<file path="config.mk">
export PLATFORM = sky130hd
export DESIGN_NAME = register_file_loader_flat
export DESIGN_NICKNAME = d
export VERILOG_FILES = /design/src/rtl/register_file_loader_pkg.sv /design/src/rtl/register_file_loader_if.sv /design/src/rtl/register_file_loader_shadow.sv /design/src/rtl/register_file_loader.sv /design/src/flat_wrapper.sv
export SDC_FILE = /design/constraint.sdc
export NUM_CORES = 1
export LEC_CHECK = 0
export ABC_AREA = 0
export CAP_MARGIN = 15
export CORE_UTILIZATION = 55
export DETAILED_ROUTE_END_ITERATION = 10
export PLACE_DENSITY = 0.81
export SYNTH_ARGS = -nofsm -noshare
export SYNTH_HDL_FRONTEND = slang
export SYNTH_SLANG_ARGS = --single-unit
export TNS_END_PERCENT = 1
</file>
<file path="constraint.sdc">
create_clock -name clk -period 8.1 [get_ports clk]
set_clock_uncertainty 0.1 [all_clocks]
set_input_delay 2.43 -clock clk [delete_from_list [all_inputs] [get_ports clk]]
set_output_delay 2.43 -clock clk [all_outputs]
set_load 0.1 [all_outputs]
</file>
<file path="src/rtl/register_file_loader_pkg.sv">
`default_nettype none
// ============================================================================
// Module   : register_file_loader_pkg
// Purpose  : Shared types and constants for the register file loader.
//            Holds the loader state encoding, the register-file write-enable
//            polarity and the default bus widths.
// Ports    : none (package)
// Revision : 1.0 - initial release
// ============================================================================
package register_file_loader_pkg;

    // Loader sequencing states (2-bit encoding).
    typedef enum logic [1:0] {
        ST_IDLE   = 2'd0,
        ST_LOAD   = 2'd1,
        ST_VERIFY = 2'd2,
        ST_DONE   = 2'd3
    } state_t;

    // The register file write enable is active low.
    localparam logic REG_WE_ENABLE  = 1'b0;
    localparam logic REG_WE_DISABLE = 1'b1;

    // Default geometry: 16-bit registers, 8 of them.
    localparam int DEFAULT_DATA_WIDTH  = 16;
    localparam int DEFAULT_SELECT_SIZE = 3;

endpackage : register_file_loader_pkg
`default_nettype wire

</file>
<file path="src/rtl/register_file_loader_if.sv">
`default_nettype none
// ============================================================================
// Module   : register_file_loader_if
// Purpose  : Bundles every non-clock signal of the loader: run control,
//            word stream handshake, status/error reporting and the register
//            file write/read port.
// Modports : master - the loader (drives stream ready, status, RF controls)
//            slave  - its environment (host + register file)
// Revision : 1.0 - initial release
// ============================================================================
interface register_file_loader_if #(
    parameter int DATA_WIDTH  = 16,
    parameter int SELECT_SIZE = 3
);
    // Run control
    logic                   start;
    logic [SELECT_SIZE-1:0] first_reg;
    logic [SELECT_SIZE-1:0] last_reg;
    // Word stream
    logic                   in_valid;
    logic [DATA_WIDTH-1:0]  in_data;
    logic                   in_ready;
    // Status
    logic                   busy;
    logic                   done;
    logic                   error;
    logic [SELECT_SIZE-1:0] err_reg;
    logic [DATA_WIDTH-1:0]  err_data;
    // Register file port
    logic                   reg_we;
    logic [DATA_WIDTH-1:0]  din;
    logic [SELECT_SIZE-1:0] reg_dst;
    logic [SELECT_SIZE-1:0] reg_src1;
    logic [SELECT_SIZE-1:0] reg_src2;
    logic [DATA_WIDTH-1:0]  src1;

    modport master (
        input  start, first_reg, last_reg, in_valid, in_data, src1,
        output in_ready, busy, done, error, err_reg, err_data,
               reg_we, din, reg_dst, reg_src1, reg_src2
    );

    modport slave (
        output start, first_reg, last_reg, in_valid, in_data, src1,
        input  in_ready, busy, done, error, err_reg, err_data,
               reg_we, din, reg_dst, reg_src1, reg_src2
    );

endinterface : register_file_loader_if
`default_nettype wire

</file>
<file path="src/rtl/register_file_loader_shadow.sv">
`default_nettype none
// ============================================================================
// Module   : register_file_loader_shadow
// Purpose  : Local shadow copy of the register file. 2**SELECT_SIZE words of
//            DATA_WIDTH flops, synchronous write, combinational read.
//            Contents are not reset; only words written in the current run
//            are ever compared.
// Ports    : clk      - clock
//            wr_en    - write strobe (active high)
//            wr_addr  - write index
//            wr_data  - write data
//            rd_addr  - read index
//            rd_data  - combinational read data
// Revision : 1.0 - initial release
// ============================================================================
module register_file_loader_shadow #(
    parameter int DATA_WIDTH  = 16,
    parameter int SELECT_SIZE = 3
) (
    input  wire logic                   clk,
    input  wire logic                   wr_en,
    input  wire logic [SELECT_SIZE-1:0] wr_addr,
    input  wire logic [DATA_WIDTH-1:0]  wr_data,
    input  wire logic [SELECT_SIZE-1:0] rd_addr,
    output logic      [DATA_WIDTH-1:0]  rd_data
);

    localparam int DEPTH = 2 ** SELECT_SIZE;

    logic [DATA_WIDTH-1:0] mem [DEPTH];

    always_ff @(posedge clk) begin
        if (wr_en) begin
            mem[wr_addr] <= wr_data;
        end
    end

    assign rd_data = mem[rd_addr];

endmodule : register_file_loader_shadow
`default_nettype wire

</file>
<file path="src/rtl/register_file_loader.sv">
`default_nettype none
// ============================================================================
// Module   : register_file_loader
// Purpose  : Block-load initiator for a register file. Accepts a word stream,
//            writes it to registers first_reg..last_reg, then reads each one
//            back through src1 and compares it with a local shadow copy.
//            The first mismatch (or an inverted range) raises a sticky error.
// Ports    : clk    - single clock, rising edge
//            rst_n  - asynchronous active-low reset
//            bus    - register_file_loader_if.master:
//                     start/first_reg/last_reg   run request
//                     in_valid/in_data/in_ready  word stream
//                     busy/done/error/err_reg/err_data status
//                     reg_we/din/reg_dst/reg_src1/reg_src2/src1 RF port
// Revision : 1.0 - initial release
// ============================================================================
module register_file_loader
    import register_file_loader_pkg::*;
#(
    parameter int DATA_WIDTH  = DEFAULT_DATA_WIDTH,
    parameter int SELECT_SIZE = DEFAULT_SELECT_SIZE
) (
    input  wire logic               clk,
    input  wire logic               rst_n,
    register_file_loader_if.master  bus
);

    state_t                 state;
    logic [SELECT_SIZE-1:0] ptr;
    logic [SELECT_SIZE-1:0] first_q;
    logic [SELECT_SIZE-1:0] last_q;
    logic                   in_ready_q;
    logic                   busy_q;
    logic                   done_q;
    logic                   error_q;
    logic [SELECT_SIZE-1:0] err_reg_q;
    logic [DATA_WIDTH-1:0]  err_data_q;

    logic                   accept;
    logic [DATA_WIDTH-1:0]  shadow_rdata;

    // A beat is accepted whenever the loader is in LOAD and a word is offered.
    assign accept = in_ready_q & bus.in_valid;

    // Shadow write and read never coincide: writes happen only in LOAD,
    // comparisons only in VERIFY, so one pointer serves both ports.
    register_file_loader_shadow #(
        .DATA_WIDTH  (DATA_WIDTH),
        .SELECT_SIZE (SELECT_SIZE)
    ) u_shadow (
        .clk     (clk),
        .wr_en   (accept),
        .wr_addr (ptr),
        .wr_data (bus.in_data),
        .rd_addr (ptr),
        .rd_data (shadow_rdata)
    );

    always_ff @(posedge clk or negedge rst_n) begin
        if (!rst_n) begin
            state      <= ST_IDLE;
            ptr        <= '0;
            first_q    <= '0;
            last_q     <= '0;
            in_ready_q <= 1'b0;
            busy_q     <= 1'b0;
            done_q     <= 1'b0;
            error_q    <= 1'b0;
            err_reg_q  <= '0;
            err_data_q <= '0;
        end else begin
            done_q <= 1'b0;
            case (state)
                ST_IDLE: begin
                    if (bus.start) begin
                        busy_q <= 1'b1;
                        if (bus.first_reg <= bus.last_reg) begin
                            first_q    <= bus.first_reg;
                            last_q     <= bus.last_reg;
                            ptr        <= bus.first_reg;
                            error_q    <= 1'b0;
                            err_reg_q  <= '0;
                            err_data_q <= '0;
                            in_ready_q <= 1'b1;
                            state      <= ST_LOAD;
                        end else begin
                            // Inverted range: report it and finish without writing.
                            error_q    <= 1'b1;
                            err_reg_q  <= bus.first_reg;
                            err_data_q <= '0;
                            done_q     <= 1'b1;
                            state      <= ST_DONE;
                        end
                    end
                end

                ST_LOAD: begin
                    if (accept) begin
                        if (ptr == last_q) begin
                            ptr        <= first_q;
                            in_ready_q <= 1'b0;
                            state      <= ST_VERIFY;
                        end else begin
                            ptr <= ptr + 1'b1;
                        end
                    end
                end

                ST_VERIFY: begin
                    // Only the first mismatch of a run is captured.
                    if ((bus.src1 != shadow_rdata) && !error_q) begin
                        error_q    <= 1'b1;
                        err_reg_q  <= ptr;
                        err_data_q <= bus.src1;
                    end
                    if (ptr == last_q) begin
                        done_q <= 1'b1;
                        state  <= ST_DONE;
                    end else begin
                        ptr <= ptr + 1'b1;
                    end
                end

                ST_DONE: begin
                    busy_q <= 1'b0;
                    state  <= ST_IDLE;
                end

                default: begin
                    state <= ST_IDLE;
                end
            endcase
        end
    end

    // The write enable follows in_valid in the same cycle so a stalled
    // stream never produces a spurious register write.
    assign bus.reg_we   = ((state == ST_LOAD) && bus.in_valid) ? REG_WE_ENABLE
                                                               : REG_WE_DISABLE;
    assign bus.din      = (state == ST_LOAD) ? bus.in_data : '0;
    assign bus.reg_dst  = ptr;
    assign bus.reg_src1 = ptr;
    assign bus.reg_src2 = '0;

    assign bus.in_ready = in_ready_q;
    assign bus.busy     = busy_q;
    assign bus.done     = done_q;
    assign bus.error    = error_q;
    assign bus.err_reg  = err_reg_q;
    assign bus.err_data = err_data_q;

endmodule : register_file_loader
`default_nettype wire

</file>
<file path="src/flat_wrapper.sv">
// flat-port wrapper written by rule: the top's interface ports become plain ports
module register_file_loader_flat import register_file_loader_pkg::*;
#(
    parameter int DATA_WIDTH  = DEFAULT_DATA_WIDTH,
    parameter int SELECT_SIZE = DEFAULT_SELECT_SIZE
)
  (clk, rst_n, bus_start, bus_first_reg, bus_last_reg, bus_in_valid, bus_in_data, bus_src1, bus_in_ready, bus_busy, bus_done, bus_error, bus_err_reg, bus_err_data, bus_reg_we, bus_din, bus_reg_dst, bus_reg_src1, bus_reg_src2);
  register_file_loader_if #(.DATA_WIDTH(DATA_WIDTH), .SELECT_SIZE(SELECT_SIZE)) bus_i ();
  input  wire logic clk;
  input  wire logic rst_n;
  input wire logic [$bits(bus_i.start)-1:0] bus_start;
  input wire logic [$bits(bus_i.first_reg)-1:0] bus_first_reg;
  input wire logic [$bits(bus_i.last_reg)-1:0] bus_last_reg;
  input wire logic [$bits(bus_i.in_valid)-1:0] bus_in_valid;
  input wire logic [$bits(bus_i.in_data)-1:0] bus_in_data;
  input wire logic [$bits(bus_i.src1)-1:0] bus_src1;
  output wire logic [$bits(bus_i.in_ready)-1:0] bus_in_ready;
  output wire logic [$bits(bus_i.busy)-1:0] bus_busy;
  output wire logic [$bits(bus_i.done)-1:0] bus_done;
  output wire logic [$bits(bus_i.error)-1:0] bus_error;
  output wire logic [$bits(bus_i.err_reg)-1:0] bus_err_reg;
  output wire logic [$bits(bus_i.err_data)-1:0] bus_err_data;
  output wire logic [$bits(bus_i.reg_we)-1:0] bus_reg_we;
  output wire logic [$bits(bus_i.din)-1:0] bus_din;
  output wire logic [$bits(bus_i.reg_dst)-1:0] bus_reg_dst;
  output wire logic [$bits(bus_i.reg_src1)-1:0] bus_reg_src1;
  output wire logic [$bits(bus_i.reg_src2)-1:0] bus_reg_src2;
  assign bus_i.start = bus_start;
  assign bus_i.first_reg = bus_first_reg;
  assign bus_i.last_reg = bus_last_reg;
  assign bus_i.in_valid = bus_in_valid;
  assign bus_i.in_data = bus_in_data;
  assign bus_i.src1 = bus_src1;
  assign bus_in_ready = bus_i.in_ready;
  assign bus_busy = bus_i.busy;
  assign bus_done = bus_i.done;
  assign bus_error = bus_i.error;
  assign bus_err_reg = bus_i.err_reg;
  assign bus_err_data = bus_i.err_data;
  assign bus_reg_we = bus_i.reg_we;
  assign bus_din = bus_i.din;
  assign bus_reg_dst = bus_i.reg_dst;
  assign bus_reg_src1 = bus_i.reg_src1;
  assign bus_reg_src2 = bus_i.reg_src2;
  register_file_loader #(.DATA_WIDTH(DATA_WIDTH), .SELECT_SIZE(SELECT_SIZE)) u_core (.clk(clk), .rst_n(rst_n), .bus(bus_i));
endmodule
</file>
==> reports/metrics.yaml <==
ios: 91
layout.nets: 604
r2r.worst_path.cells: 10
chipHeight_um: 114.8
fin_util_pct: 70.34
min_period_over_period_pct: 81.52
fin_crit_ns: 6.603
syn_to_final_growth_pct: 22.72
slew-limit-headroom_pct: 20.58
first_iter_violations: 320
worst_slew_pin_slew_ns: 1.190
drt-met1-wl_um: 6322
ys.flop_type: "edfxtp_1"
path_common_cell: "clkdlybuf4s50_1"
fp.coreArea_um2: 12210
largest-register: "u_core.u_shadow.mem"
cts_setup_buffers: 0
r2r_slack_ns: 4.28
start_util_pct: 57.32
dp_slack_ns: 1.502
cp-end-kind: "output port"
netlist_instances: 466
cts.sink_count: 162
hold_violations: 0
layout_setup_ws_ns: 1.497
drive_above_1_share_pct: 19.22
crit_required_ns: 5.57
diodes: 0
setup_violations: 0
synth.avg_cell_area_um2: 15.02
rows: 40
crit_slowest_cell: "clkdlybuf4s50_1"
ys_seq_area_share_pct: 67.07
path_class: "in -> out"
die_w_um: 114.8
cts_resized: 0
route.met2.wl_um: 7153
holdPathEnd: "u_core.bus.err_reg[1]"
crit_path_cell_trace: "clkdlybuf4s50_1 > nand2_1 > clkdlybuf4s50_1"
clk_pin_slew_ns: 0.06
outcome: "completed"
hold_buffers: 0
grt_overflow_total: 0
peakVddDrop_uv: 201.0
wl_um: 14660
place_congestion: 0.8132
cts_tree: "yes"
synth_area_um2: 6999
synth.yosys.warnings: 0
grt_max_degree: 59
ys_ff_latch: 162
synthTopCellsByArea: "edfxtp_1, dfrtp_1, mux4_2"
wl_met3_um: 824
dr.pass1.iters: 5
cp-start-kind: "primary input"
rsz0062_at_grt: "no"
hpwl_um: 9135
die_area_um2: 13180
fmax_mhz: 151.5
drv_cap: 0
grt_pass1_vias: 4061
hp-class: "reg -> reg"
cts-root-buf: "clkbuf_16"
synth.distinct_cells: 44
yosysTopAreaCellShare_pct: 54.92
antenna_left: 0
tns_ns: 0
fillCellCount: 822
htreeDepth: 4
viasPerCell: 5.769
cts_inserted_buffers: 17
p_leak_nw: 3.062
synth_edf_count: 128
arrival_ns: 4.07
worst_path_largest_cell_delay_ns: 1.12
wire_per_inst_um: 19.95
drc: 0
hold_depth: 1
grt_pass1_wl_um: 22330
grt_util_all_layers_pct: 23.68
reg2reg_to: "u_core.bus.err_reg[2]"
highest_layer: "met4"
crit-reg2reg-launch: "u_core.bus.reg_dst[0]"
clk_path_buf_depth: 2
slew_viol_final: 0
port_buffers: 87
ys_async_sr_fraction_pct: 20.99
grt_antenna_before_repair: 0
clk_latency_ns: 0.42
yosysTopAreaCell: "edfxtp_1"
p_per_area_nw_per_um2: 405.2
min-delay-start: "u_core.bus.err_reg[1]"
vias: 4240
worstPathMaxFanout: 3
largest_register_ffs: 128
==> worst max-delay path, delay by kind of cell <==
kind | cells | cell delay, ns
buf+inv | 2 | 1.56
simple gates | 1 | 0.08
==> metal layers <==
layer | global-route usage, % | vias up
met4 | 10.91 | 0
met2 | 37.90 | 160
met3 | 5.113 | 26
met5 | 0 | -
li1 | - | 1927
met1 | 31.45 | 2127
==> worst max path at each step <==
stage                   start          to  slack, ns  cells after the start
2_1_floorplan  bus_in_data[0]  bus_din[0]       2.40                      1
3_3_place_gp     bus_in_valid  bus_reg_we       1.50                      3
3_5_place_dp     bus_in_valid  bus_reg_we       1.50                      3
4_1_cts          bus_in_valid  bus_reg_we       1.50                      3
5_1_grt          bus_in_valid  bus_reg_we       1.45                      3
6_report         bus_in_valid  bus_reg_we       1.50                      3
==> through the flow <==
stage               power, mW  cells  hold WS [ns]  cell area [µm²]
finish                  3.480    735        0.3966             8589
global route            3.615    735        0.4094             8589
CTS                     3.487    734        0.3987             8574
detailed placement      2.680    702        0.3844             7971
global placement        2.641    702        0.3829             7971
floorplan               2.325    468        0.3767             7007
==> cell usage after synthesis, drive strengths merged (2+ instances only) <==
library cell  count
and2             17
or3               7
o21a              2
nand2b            4
nor2             14
xnor2            11
nand2            48
nand4             4
a22oi             2
mux2             29
o2bb2ai           2
nor3              3
a22o              7
buf              20
o22ai             9
nor2b             3
nand3             4
nor4              3
dfrtp            34
a21oi             6
a31oi             3
a211oi            2
o211ai            4
clkbuf            7
inv              10
mux2i            24
o21ai            28
mux4             16
ha                8
edfxtp          128
==> report_power, final <==
part / switching, mW / total, mW / internal, mW
sequential: 0.0571 / 1.09 / 1.04
combinational: 1.07 / 1.58 / 0.504
clock: 0.318 / 0.810 / 0.492
==> layout by cell type (no fill, tap or decap), types with 11 or more instances in the layout <==
cell type        netlist  layout
mux2_2                26      26
dfrtp_1               34      33
o21ai_0               23      23
mux4_2                16      16
and2_1                17      17
nand2_1               48      48
xnor2_1               11      11
mux2i_1               24      24
clkdlybuf4s50_1        0      71
clkbuf_16              0      17
edfxtp_1             128     128
buf_4                  9      22
==> cells by family after synthesis <==
family	count (synthesis)	share of synthesized area, %
adder cells (fa/ha/maj)	8	1.430
multiplexers	69	13.25
AO/OA/AOI/OAI	68	6.346
buffers and inverters	37	2.824
XOR/XNOR	12	1.502
AND/OR/NAND/NOR	109	7.526
other	1	0.05358
flip-flops	162	67.07
==> layout make-up <==
cell class | instances | area, µm² | area share, %
clock inverter | 13 | 160.2 | 1.865
timing repair buffer | 94 | 890.9 | 10.37
sequential | 162 | 4696 | 54.67
inverter | 10 | 37.54 | 0.4370
tap | 168 | 210.2 | 2.447
multi-input combinational | 269 | 2152 | 25.05
clock buffer | 19 | 442.9 | 5.157
(Power assumes the default switching activity.)
==> patch, RTL diff (same flow settings) <==
`DEFAULT_DATA_WIDTH`: 16 -> 20.
--- a/src/rtl/register_file_loader_pkg.sv
+++ b/src/rtl/register_file_loader_pkg.sv
@@ -24,3 +24,3 @@
     // Default geometry: 16-bit registers, 8 of them.
-    localparam int DEFAULT_DATA_WIDTH  = 16;
+    localparam int DEFAULT_DATA_WIDTH  = 20;
     localparam int DEFAULT_SELECT_SIZE = 3;
Interface: changed (resized bus_din, bus_err_data, bus_in_data and bus_src1); port bits go from 91 to 107. No check against the original RTL was run, so the function may have changed too.
==> patch against the unedited design <==
  * Count of clock-buffer cells in the layout is 5 higher
  * Non-clock buffer count is 25 higher
  * Die area is 22% higher
  * Power is 13% higher
  * Sequential share of layout area is 1.5 points higher
  * Sequential cell count is 36 higher
  * Final area is 19% higher
  * Setup slack worse by 35 ps
  * Critical endpoint unchanged
  * Area after synthesis is 23% higher
  * Routed wire length is 14% higher
  * Critical path type unchanged
==> patch: results (changes against the unedited design) <==
layout:
  largest_reg_flops: 160  # was 128
  nets: 668  # was 604
  drive_above_1_share: 0.170  # was 0.192
  fillers: 965  # was 822
  instances_no_fill: 811  # was 735
synth:
  synth_compound_area_frac: 0.0232  # was 0.0635
  synth-xor-area-share: 0.0235  # was 0.0150
  synth_flop_cell: "edfxtp_1"  # unchanged
  synth-seq-area-share: 0.671  # about the same
  synth_area_per_cell_um2: 17.1  # was 15.0 um2
  synth-adder-area-share: 0.0117  # was 0.0143
  async_flop_share: 0.192  # was 0.210
  synth_area_leaders: "edfxtp_1, dfrtp_1, mux4_1"  # was edfxtp_1, dfrtp_1, mux4_2
  synth_common_cells: "edfxtp_1, mux2i_1, dfrtp_1"  # was edfxtp_1, nand2_1, dfrtp_1
  synthMuxAreaShare: 0.179  # was 0.132
  synth.distinct_cells: 42  # was 44
  synth_enable_flop_cells: 160  # was 128
power_and_ir_drop:
  p_leak_nw: 3.73  # was 3.06 nW
  peakVddDrop_mv: 0.304  # was 0.201 mV
  p_switching_w: 0.00162  # was 0.00145 W
global_route:
  grt_pass1_wl_um: 25900  # was 22300 um
  grt_max_degree: 44  # was 59
  grt.total_usage: 0.222  # was 0.237
  antenna_found_initial: 0  # unchanged
worst_setup_path:
  rr_worst_depth: 9  # was 10
  crit_family: "buffers and inverters"  # unchanged
  critPathMaxStageDelay_ps: 1130
  timing.rr.end: "u_core.bus.err_reg[0]$_DFFE_PN0P_"  # was u_core.bus.err_reg[2]$_DFFE_PN0P_
  worstPathArrival_ps: 4110  # was 4070 ps
  timing.rr.start: "u_core.bus.reg_dst[1]$_DFFE_PN0P_"  # was u_core.bus.reg_dst[0]$_DFFE_PN0P_
  r2r_setup_slack_ps: 4290  # was 4280 ps
routing:
  drt-pass1-iter-count: 4  # was 5
  wl_per_cell_um: 20.6  # was 19.9 um
  drtIter0Drc: 349  # was 320
  route.vias.total: 4622  # was 4240
placed_design:
  io_buffers: 103  # was 87
  gp_congestion: 0.770  # was 0.813
  dp.cells: 778  # was 702
  hpwl_um: 10600  # was 9130 um
hold_path:
  hold_path_end: "u_core.bus.err_reg[0]$_DFFE_PN0P_"  # was u_core.bus.err_reg[1]$_DFFE_PN0P_
  hold_start: "u_core.bus.err_reg[0]$_DFFE_PN0P_"  # was u_core.bus.err_reg[1]$_DFFE_PN0P_
  min_path_type: "flip-flop to flip-flop"  # unchanged
timing:
  max-slew-margin-rel: 0.337  # was 0.206
  worst_slack_ps: 1460  # was 1500 ps
cts:
  clockRootBuffer: "clkbuf_16"  # unchanged
  clock_path_buffers: 2  # unchanged
  cts_buffers: 17  # unchanged
  htree_levels: 4  # unchanged
  clkTransAtPathRegs_ps: 60  # about the same
  ctsResizeCount: 0  # unchanged
outcome:
  status: "complete, no violations"  # unchanged
-- patch: changes by cell type in the layout (fill, tap and decap cells not counted), sizes merged, moves of 8 or more --
cell           delta
buf              +13
clkdlybuf4s50    +11
edfxtp           +32
inv              +18
mux2             -13
mux2i            +17
mux4             +22
nand2            -12
o21ai            -19
o22ai             -8
xnor2            +10
-- patch: cell families (layout without fill, tap and decap cells) --
kind of cell             Yosys count  after routing
AND/OR/NAND/NOR                   86             86
XOR/XNOR                          23             23
buffers and inverters             60            180
other                              1              3
flip-flops                       198            198
multiplexers                      95             95
AO/OA/AOI/OAI                     30             30
adder cells (fa/ha/maj)            8              8
-- patch: metrics by stage --
step           utilization  area, um2  hold WS [ps]
2_1_floorplan            -       8590           377
3_3_place_gp         0.635       9660           385
3_5_place_dp         0.636       9670           400
4_1_cts              0.673      10200           419
5_1_grt              0.674      10200           433
6_report             0.674      10200           418
-- patch: layout make-up --
class / instances / share of cell area
Sequential cell: 198 / 0.562
Inverter: 29 / 0.0106
Clock buffer: 24 / 0.0480
Clock inverter: 8 / 0.00721
Tap cell: 188 / 0.0230
Timing Repair Buffer: 119 / 0.107
Multi-Input combinational cell: 245 / 0.242
-- patch: layer usage --
layer  GRT usage  routed length, um
met1       0.304               7190
met2       0.356               8260
met3      0.0434                982
met4      0.0868                264
met5           0                  0
-- patch: power by group through the flow --
stage / clock network, W / registers, W / logic [W]
finish: 0.000802 / 0.00128 / 0.00186
CTS: 0.000814 / 0.00128 / 0.00187
global route: 0.000854 / 0.00129 / 0.00197
floorplan: 0 / 0.00166 / 0.00119
global placement: 0 / 0.00129 / 0.00183
detailed placement: 0 / 0.00130 / 0.00187
-- patch: how the worst max path moves through the flow --
stage              startpoint    endpoint  cells past startpoint
6_report         bus_in_valid  bus_reg_we                      3
2_1_floorplan  bus_in_data[0]  bus_din[0]                      1
3_5_place_dp     bus_in_valid  bus_reg_we                      3
5_1_grt          bus_in_valid  bus_reg_we                      3
3_3_place_gp     bus_in_valid  bus_reg_we                      3
4_1_cts          bus_in_valid  bus_reg_we                      3
